==> config.mk <==
export PLATFORM = sky130hd
export DESIGN_NAME = freq_meter
export DESIGN_NICKNAME = d
export VERILOG_FILES = /design/src/rtl/freq_meter_pkg.sv /design/src/rtl/sync_edge_detect.sv /design/src/rtl/freq_meter.sv
export SDC_FILE = /design/constraint.sdc
export NUM_CORES = 1
export LEC_CHECK = 0
export BUFFER_PORTS_ARGS = -buffer_cell sky130_fd_sc_hd__buf_4
export CAP_MARGIN = 20
export CORE_UTILIZATION = 50
export DETAILED_ROUTE_END_ITERATION = 12
export GPL_TIMING_DRIVEN = 1
export HOLD_SLACK_MARGIN = 0.06
export PLACE_DENSITY = 0.69
export RECOVER_POWER = 50
export SLEW_MARGIN = 20
export SYNTH_ARGS = -nofsm -noshare
export SYNTH_HDL_FRONTEND = slang
export SYNTH_HIERARCHICAL = 1
export SYNTH_SLANG_ARGS = --single-unit
==> constraint.sdc <==
create_clock -name clk -period 6.3 [get_ports clk]
set_clock_uncertainty 0.1 [all_clocks]
set_input_delay 1.26 -clock clk [delete_from_list [all_inputs] [get_ports clk]]
set_output_delay 1.26 -clock clk [all_outputs]
set_load 0.1 [all_outputs]
==> src/rtl/freq_meter_pkg.sv <==
// Shared definitions for the gated-window frequency meter.
//   fm_state_e     : measurement FSM states
//   gate_cnt_width : width of the window (gate) counter for a given window length
package freq_meter_pkg;

  typedef enum logic [1:0] {
    StIdle,
    StGate,
    StDone
  } fm_state_e;

  // Enough bits to hold 0 .. gate_cycles-1; never narrower than one bit.
  function automatic int unsigned gate_cnt_width(input int unsigned gate_cycles);
    int unsigned w;
    w = 32'($clog2(gate_cycles));
    return (w == 0) ? 1 : w;
  endfunction

endpackage

==> src/rtl/sync_edge_detect.sv <==
// Two-flop synchronizer plus a history flop producing a one-cycle rising-edge strobe.
// Usable for any slow asynchronous input (oscillator taps, step/dir lines, ...).
//   clk      : sampling clock
//   resetn   : asynchronous active-low reset, clears all three flops
//   async_in : asynchronous input
//   rise     : high for one clk cycle after each synchronized 0->1 transition
module sync_edge_detect (
  input  logic clk,
  input  logic resetn,
  input  logic async_in,
  output logic rise
);

  logic meta_q;
  logic sync_q;
  logic hist_q;

  always_ff @(posedge clk or negedge resetn) begin
    if (!resetn) begin
      meta_q <= 1'b0;
      sync_q <= 1'b0;
      hist_q <= 1'b0;
    end else begin
      meta_q <= async_in;
      sync_q <= meta_q;
      hist_q <= sync_q;
    end
  end

  assign rise = sync_q & ~hist_q;

endmodule

==> src/rtl/freq_meter.sv <==
// Gated-window frequency counter: counts synchronized rising edges of sig_in over
// GATE_CYCLES clk cycles and reports the count, a saturation flag and a zero-edge flag.
//   clk, resetn : system clock, asynchronous active-low reset
//   sig_in      : asynchronous signal under measurement (must be below clk/4)
//   enable      : block enable; low aborts any open window without a result
//   start       : one-cycle window request (ignored when CONTINUOUS=1)
//   busy        : high while a window is open
//   freq_count  : edge count of the last completed window
//   valid       : one-cycle pulse when freq_count/overflow/stuck update
//   overflow    : last window saturated the edge counter
//   stuck       : last window saw zero edges
module freq_meter
  import freq_meter_pkg::*;
#(
  parameter int unsigned GATE_CYCLES = 48000,
  parameter int unsigned CNT_W       = 16,
  parameter bit          CONTINUOUS  = 1'b0
) (
  input  logic             clk,
  input  logic             resetn,
  input  logic             sig_in,
  input  logic             enable,
  input  logic             start,
  output logic             busy,
  output logic [CNT_W-1:0] freq_count,
  output logic             valid,
  output logic             overflow,
  output logic             stuck
);

  localparam int unsigned      GateW  = gate_cnt_width(GATE_CYCLES);
  localparam logic [CNT_W-1:0] CntMax = {CNT_W{1'b1}};

  fm_state_e        state_q;
  logic [GateW-1:0] gate_cnt_q;
  logic [CNT_W-1:0] edge_cnt_q;
  logic             ovf_q;

  logic             rise;
  logic             go;
  logic             window_last;
  logic [CNT_W-1:0] edge_cnt_inc;
  logic             ovf_inc;

  sync_edge_detect u_sync_edge_detect (
    .clk      (clk),
    .resetn   (resetn),
    .async_in (sig_in),
    .rise     (rise)
  );

  assign go = CONTINUOUS ? enable : (enable & start);

  // Zero-extend the counter rather than truncate the constant.
  assign window_last = (32'(gate_cnt_q) == (GATE_CYCLES - 32'd1));

  // Edge count including this cycle's edge; used both for the running count and
  // for the result latched on the last gate cycle, so that edge is not lost.
  always_comb begin
    edge_cnt_inc = edge_cnt_q;
    ovf_inc      = ovf_q;
    if (rise) begin
      if (edge_cnt_q == CntMax) begin
        ovf_inc = 1'b1;
      end else begin
        edge_cnt_inc = edge_cnt_q + CNT_W'(1);
      end
    end
  end

  always_ff @(posedge clk or negedge resetn) begin
    if (!resetn) begin
      state_q    <= StIdle;
      gate_cnt_q <= '0;
      edge_cnt_q <= '0;
      ovf_q      <= 1'b0;
      busy       <= 1'b0;
      valid      <= 1'b0;
      freq_count <= '0;
      overflow   <= 1'b0;
      stuck      <= 1'b0;
    end else begin
      valid <= 1'b0;
      unique case (state_q)
        StIdle: begin
          if (go) begin
            state_q    <= StGate;
            busy       <= 1'b1;
            gate_cnt_q <= '0;
            edge_cnt_q <= '0;
            ovf_q      <= 1'b0;
          end
        end
        StGate: begin
          if (!enable) begin
            // Abort wins over a same-cycle window end; results are left untouched.
            state_q <= StIdle;
            busy    <= 1'b0;
          end else begin
            gate_cnt_q <= gate_cnt_q + GateW'(1);
            edge_cnt_q <= edge_cnt_inc;
            ovf_q      <= ovf_inc;
            if (window_last) begin
              // Result registers and valid become visible together in the DONE cycle.
              state_q    <= StDone;
              busy       <= 1'b0;
              valid      <= 1'b1;
              freq_count <= edge_cnt_inc;
              overflow   <= ovf_inc;
              stuck      <= (edge_cnt_inc == '0);
            end
          end
        end
        StDone: begin
          if (CONTINUOUS && enable) begin
            state_q    <= StGate;
            busy       <= 1'b1;
            gate_cnt_q <= '0;
            edge_cnt_q <= '0;
            ovf_q      <= 1'b0;
          end else begin
            state_q <= StIdle;
          end
        end
        default: begin
          state_q <= StIdle;
          busy    <= 1'b0;
        end
      endcase
    end
  end

endmodule

==> results of run 1 <==
-- path summary, 6_finish.rpt --
kind                                           start                   endpoint  slack (ns)  cells past startpoint
max                                           resetn              freq_count[1]        2.59                      1
min                        u_sync_edge_detect/meta_q  u_sync_edge_detect/sync_q        0.25                      0
max reg2reg                               state_q[1]                   overflow        3.50                      4
min reg2reg                u_sync_edge_detect/meta_q  u_sync_edge_detect/sync_q        0.25                      0
max in group clk                              enable                   overflow        2.96                      5
min in group asynchronous                     resetn              freq_count[5]        1.79                      1
-- area by class of cell --
type	count	area [um2]
clock buffers	12	155.1
fillers	500	2266
well taps	72	90.09
flip-flops and latches	58	1451
repair buffers	25	171.4
multi-input cells	240	1466
inverters	7	26.28
clock inverters	3	15.01
-- routing by layer --
| layer | track usage, % | wire length (um) |
|---|---|---|
| met4 | 13.27 | 95 |
| met2 | 32.82 | 2792 |
| met1 | 29.78 | 3008 |
| met3 | 3.771 | 318 |
| met5 | 0 | 0 |
-- power breakdown --
group	internal [mW]	switching (mW)
logic	0.0178	0.0425
clock network	0.160	0.147
registers	0.381	0.00893
total	0.559	0.198
-- through the flow --
stage          std cells  util, %  power, mW  setup WS (ns)
2_1_floorplan        325        -     0.4348          3.596
3_3_place_gp         401    56.97     0.4555          2.649
3_5_place_dp         401    56.97     0.4573          2.526
4_1_cts              416    59.99     0.7616          2.862
5_1_grt              417    59.84     0.7831          1.912
6_report             417    59.84     0.7574          2.591
-- worst reg2reg max path, cell delays in order, from the launching register on --
cell and delay [ns]:
dfrtp_1 0.41, nand3b_1 0.51, or4_1 1.11, nor3b_1 0.42
a21oi_1 0.08
-- sequential cells by signal (all words and copies together), names as in the netlist --
signal and count:
busy 1, ovf_q 1, state_q 2, gate_cnt_q 16, stuck 1, overflow 1, edge_cnt_q 16, u_sync_edge_detect/hist_q 1
freq_count 16, u_sync_edge_detect/sync_q 1, valid 1, u_sync_edge_detect/meta_q 1
-- layout by cell type (no fill, tap or decap), types with 2 or more instances in the layout --
cell,netlist,layout
a21oi_1,10,10
a22o_1,4,4
a31oi_1,4,4
and3_1,6,6
and4_1,3,3
buf_4,0,17
clkbuf_1,17,7
clkbuf_8,0,12
clkinv_2,0,3
dfrtp_1,58,58
ha_1,2,2
inv_1,7,7
mux2i_1,4,4
nand2_1,45,45
nand3_1,17,17
nand3b_1,3,3
nand4_1,13,13
nor2_1,25,25
nor3_1,11,11
nor4_1,3,3
o21ai_0,24,24
o22ai_1,4,4
o31ai_1,4,4
or2b_1,2,2
or3_1,5,5
or4_1,2,2
xnor2_1,12,12
xor2_1,14,14
-- logic make-up after synthesis --
logic type / after synthesis / synth area share [%]
compound gates: 58 / 11.77
xor+xnor: 26 / 7.571
fa+ha+maj: 2 / 0.8318
buf+inv: 27 / 3.494
flops: 58 / 48.25
mux: 5 / 1.706
simple gates: 149 / 26.37
==> metrics.txt, run 1 <==
syn avg cell area=9.255 um2; I/O Buffers=24; initial antenna violation count=0; top post-synthesis cells by area=dfrtp_1, nand2_1, xor2_1; worst skew pair latency=0.34 ns; CP startpoint kind=input pin; CP Buf/Inv Count=1; post-layout min period=3.709 ns; top cells by count, synth=dfrtp_1, nand2_1, nor2_1; Rows=27; Top FF cell, synth=dfrtp_1; crit path DAT=3.40 ns; Cell Chain, Critical Path=clkbuf_1; starting density of the core=53.32%; Ys Warns=6; Design Area, Final=0.003376 mm2; Setup crit end kind=async pin; Netlist cell types=48; post-detailed-route wirelength per cell=14.90 um; gr usage total=22.00%; Slew HR=-100.9%; most frequent cell after synthesis=dfrtp_1; Hold WC Path Type=reg -> reg; post-route DRC violation count=0; syn_nets=332; Final Cycle Share=58.87%; CTS clock-pin slew for the worst setup and hold paths=0.06 ns; CTS tree=done; Lkg Pwr=1.488 nW; mapped cell area=0.003008 mm2; via count=2379; RSZ-0062 raised after global routing=no; Post-DP Area=0.003214 mm2; largest net degree at the start of global routing=59; grt ovf=0; TritonCTS Buffers=9; layout cells sized above 1=12.46%; worst-case clock buffer depth=2; outcome=finished with violations; final WL=6214 um; failing checks=capacitance limit, slew limit; CP max-delay cell=clkbuf_1; Final Hold Fails=0; post-route ant nets=0; via count of the first global-routing pass=2251; Area growth syn-to-layout=12.23%; HPWL Detailed=4067 um; delay-heaviest family, CP=buffers and inverters; via-per-instance ratio=5.705; ANT cells=0; WP data required=5.99 ns; Slew Limit Fails=59; cell taking the most area after synthesis=dfrtp_1; post-cts resize count=0; Worst VDD drop=0.0001552 V; Max FO, Critical Path=58; Async S/R FF share, synth=100.0%; core area=0.005642 mm2; Worst path max stage delay=2.08 ns; WS Path Type=in -> async; P per Cell Area=224.4 mW/mm2; drt pass-1 iters=4; # Max-Cap Violations=1; setup violators final=0; final setup TNS=0 ns; H-tree depth=3; first-pass GRT wire length=10520 um; sequential area share after synthesis=48.25%; Die W=79.56 um; top-area cell type share of the netlist area=48.25%; flops & latches, synth=58; # IOs=25; Clock Sinks=58; f_max=0.2696 GHz; Root Driver=clkbuf_8; measured slew at the worst slew-check pin=3.014 ns; final worst hold slack=0.2534 ns; GP Congestion=0.8938; Iteration-0 DRC Markers=194; chip height=79.56 um; fin nets=348; cell count after synthesis=325; area of the die=0.006330 mm2; postcts setup bufs=0; hold_buf cts=0; Post-synth EDFFs=0
No activity file was read; power rests on OpenSTA's default activity.
==> inputs of run 2 (changes only) <==
PLACE_DENSITY = 0.71   (was 0.69)
clock period = 3.25 ns   (was 6.3 ns; I/O delays follow)
==> metrics.txt, run 2 (synthesis gave the netlist of run 1 again) <==
r2r worst-path depth=8; HPWL Detailed=4522 um; first-pass GRT wire length=11410 um; post-layout min period=2.730 ns; WS Path Type=reg -> reg; Hold Crit Endpoint=u_sync_edge_detect/sync_q; worst skew pair latency=0.33 ns; chip height=79.56 um; Final Cycle Share=83.99%; Root Driver=clkbuf_8; CTS tree=done; ANT cells=0; Design Area, Final=0.003451 mm2; Slew Limit Fails=0; hold_buf cts=0; post-cts resize count=0; CP max-delay cell=dfrtp_1; gr usage total=23.92%; Final Hold Fails=0; CP startpoint kind=register; worst-case clock buffer depth=2; number of fillers in the final layout=512; P per Cell Area=449.4 mW/mm2; Tot Pwr=1.551 mW; Placement Setup Slack=0.5520 ns; r2r setup slk=0.52 ns; TritonCTS Buffers=9; most common cell after layout, fill and taps aside=dfrtp_1; layout cells sized above 1=14.49%; f_max=0.3663 GHz; core area=0.005642 mm2; hold depth=0; measured slew at the worst slew-check pin=1.422 ns; Lkg Pwr=1.534 nW; Worst path max stage delay=0.48 ns; I/O Buffers=24; H-tree depth=3; grt ovf=0; CP Buf/Inv Count=0; post-route DRC violation count=0; Post-Place Cells=408; # Max-Cap Violations=0; largest net degree at the start of global routing=59; Cell Chain, Critical Path=ha_1 -> nand3_1 -> or4_4 -> and2_4 -> or3_1 -> a2111oi_2 -> nand4_1 -> o21ai_1; fin nets=354; Hold WC Path Type=reg -> reg; Slew HR=5.205%; Worst VDD drop=0.0002645 V; highest-count cells in the layout ignoring fill and taps=dfrtp_1, nand2_1, buf_4; crit path DAT=2.89 ns; Setup crit end kind=register; delay-heaviest family, CP=simple AND/OR/NAND/NOR gates; via-per-instance ratio=5.712; R2R Path End=stuck; Post-Layout Cell Count=424; Multi-input gate area=0.001466 mm2; starting density of the core=53.32%; Max FO, Critical Path=9; via count=2422; hold path start=u_sync_edge_detect/meta_q; Clock Sinks=58; post-route ant nets=0; Util after Layout=61.17%; Iteration-0 DRC Markers=222; RSZ-0062 raised after global routing=no; CTS clock-pin slew for the worst setup and hold paths=0.06 ns; postcts setup bufs=0; final worst hold slack=0.2517 ns; post-detailed-route wirelength per cell=15.33 um; via count of the first global-routing pass=2358; setup violators final=0; biggest regs=edge_cnt_q: 16 flops, freq_count: 16 flops, gate_cnt_q: 16 flops; setup ws final=0.5202 ns; final setup TNS=0 ns; register area=0.001451 mm2; Reg2Reg Launch Point=edge_cnt_q[0]; stages on the worst setup path=8; Post-DP Area=0.003267 mm2; # IOs=25; WP data required=3.41 ns; drt pass-1 iters=4; outcome=finished, final reports clean; Area growth syn-to-layout=14.73%; final WL=6498 um; Die W=79.56 um; initial antenna violation count=0; GP Congestion=0.8450; area of the die=0.006330 mm2; Rows=27
==> run 2: cell count changes in the layout (fill, tap and decap cells not counted) <==
| cell | previous run | this run |
|---|---|---|
| clkbuf_1 | 7 | 6 |
| clkbuf_8 | 12 | 11 |
| bufinv_16 | 0 | 1 |
| clkinv_2 | 3 | 1 |
| clkbuf_2 | 0 | 1 |
| buf_4 | 17 | 26 |
==> run 2: routing by layer <==
metal	share of wire, %	track usage [%]	up-vias
li1	-	-	1200
met1	46	30.57	1152
met2	48	38.80	60
met3	4.6	7.886	10
met4	1.1	6.182	0
met5	0	0	-
==> run 2: report_power, final <==
group	internal [mW]	switching [mW]
Clock	0.396	0.274
Combinational	0.0400	0.0857
Sequential	0.739	0.0163
==> run 2: worst reg2reg max path, cell delays in order (launching register included) <==
cell and delay [ns]:
dfrtp_1 0.48, ha_1 0.31, nand3_1 0.11, or4_4 0.46
and2_4 0.20, or3_1 0.33, a2111oi_2 0.41, nand4_1 0.13
o21ai_1 0.13
==> run 2: worst max-delay path by stage <==
stage | from | to | slack, ns
global placement | edge_cnt_q[0] | stuck | 0.61
floorplan | edge_cnt_q[13] | stuck | 0.84
detailed placement | edge_cnt_q[0] | stuck | 0.55
global route | state_q[1] | gate_cnt_q[10] | 0.34
CTS | edge_cnt_q[0] | stuck | 0.53
finish | edge_cnt_q[0] | stuck | 0.52
==> run 2: area by class of cell <==
class                   count  share of cell area, %
inverters                   7                 0.7614
multi-input cells         240                  42.49
flip-flops and latches     58                  42.06
well taps                  72                  2.611
clock inverters             2                  1.015
clock buffers              14                  4.714
repair buffers             31                  6.345
==> inputs of run 3 (changes only) <==
clock period = 2.2 ns   (was 3.25 ns; I/O delays follow)
==> metrics.txt, run 3 (synthesis gave the netlist of run 1 again) <==
core area=0.005642 mm2; Root Driver=clkbuf_8; fin nets=404; post-layout min period=2.388 ns; setup violators final=1; Max FO, Critical Path=4; most common cell after layout, fill and taps aside=buf_4; Final Hold Fails=0; initial antenna violation count=0; post-detailed-route wirelength per cell=15.32 um; Slew Limit Fails=0; Tot Pwr=2.332 mW; TritonCTS Buffers=9; # IOs=25; Hold WC Path Type=in -> reg; worst-case clock buffer depth=2; biggest regs=edge_cnt_q: 16 flops, freq_count: 16 flops, gate_cnt_q: 16 flops; GP Congestion=0.9520; chip height=79.56 um; outcome=finished with violations; CTS tree=done; H-tree depth=3; worst skew pair latency=0.34 ns; P per Cell Area=599.5 mW/mm2; register area=0.001455 mm2; ANT cells=0; Placement Setup Slack=-0.1810 ns; via count of the first global-routing pass=2555; final WL=7260 um; HPWL Detailed=5274 um; # Max-Cap Violations=0; grt ovf=0; crit path DAT=2.55 ns; Rows=27; CP startpoint kind=register; Worst VDD drop=0.0003850 V; I/O Buffers=24; gr usage total=25.85%; Post-Place Cells=452; via-per-instance ratio=5.506; Die W=79.56 um; Setup crit end kind=register; post-route ant nets=0; post-route DRC violation count=0; largest net degree at the start of global routing=34; Iteration-0 DRC Markers=227; RSZ-0062 raised after global routing=yes; number of fillers in the final layout=460; measured slew at the worst slew-check pin=0.7758 ns; highest-count cells in the layout ignoring fill and taps=buf_4, dfrtp_1, nand2_1; hold depth=1; via count=2610; layout cells sized above 1=28.11%; Lkg Pwr=1.793 nW; Multi-input gate area=0.001505 mm2; WP data required=2.36 ns; CTS clock-pin slew for the worst setup and hold paths=0.07 ns; Post-Layout Cell Count=474; final worst hold slack=0.1276 ns; Post-DP Area=0.003625 mm2; starting density of the core=53.32%; area of the die=0.006330 mm2; Slew HR=48.28%; final setup TNS=-0.1880 ns; Clock Sinks=58; f_max=0.4188 GHz; failing checks=setup timing; Final Cycle Share=108.5%; Area growth syn-to-layout=29.33%; setup ws final=-0.1880 ns; r2r worst-path depth=7; WS Path Type=reg -> reg; drt pass-1 iters=5; first-pass GRT wire length=12140 um; Design Area, Final=0.003890 mm2; Util after Layout=68.95%
==> run 3: cell types whose count changed in the layout (fill, tap and decap cells not counted), sizes merged <==
cell	before	now
dlygate4sd3	0	1
clkbuf	19	17
buf	26	75
clkinvlp	0	2
==> run 3: final timing paths <==
kind                                      startpoint  slack [ns]                         to
max                                    edge_cnt_q[8]       -0.19                      stuck
min                                           sig_in        0.13  u_sync_edge_detect/meta_q
max reg2reg                            edge_cnt_q[8]       -0.19                      stuck
min reg2reg                u_sync_edge_detect/meta_q        0.27  u_sync_edge_detect/sync_q
max in group asynchronous                     resetn        0.35  u_sync_edge_detect/hist_q
min in group asynchronous                     resetn        0.60              freq_count[2]
==> run 3: critical path: stages (launching register included) <==
cell	delay [ns]
dfrtp_1	0.41
nand4_2	0.13
or4_4	0.53
buf_4	0.16
and2_2	0.22
o41ai_1	0.40
nand4_1	0.19
o21ai_1	0.17
==> run 3: report_power, final <==
group          total [mW]  leakage, nW  switching, mW  internal [mW]
Combinational       0.217        0.907          0.139         0.0773
Clock                1.00       0.0986          0.421          0.582
Sequential           1.11        0.788         0.0194           1.09
Total                2.33         1.79          0.580           1.75
==> run 3: layer usage <==
metal | part of all wire, % | track usage (%) | wire, um | vias to the layer above
met1 | 45 | 32.77 | 3285 | 1236
met3 | 4.5 | 4.800 | 328 | 8
met4 | 1.3 | 10.36 | 97 | 0
met5 | 0 | 0 | 0 | -
met2 | 49 | 43.33 | 3549 | 66
li1 | - | - | - | 1300
==> run 3: final cells by class <==
class / count / area share, %
well taps: 72 / 2.316
flip-flops and latches: 58 / 37.41
inverters: 7 / 0.6755
clock buffers: 12 / 3.988
clock inverters: 4 / 1.287
multi-input cells: 240 / 38.69
repair buffers: 81 / 15.63
==> run 3: timing repair <==
action,CTS,global route
hold endpoints to repair,32,0
hold buffers,1,0
pin swaps,7,7
setup buffers,3,2
endpoints found under the setup margin,4,10
gates resized for setup,5,6
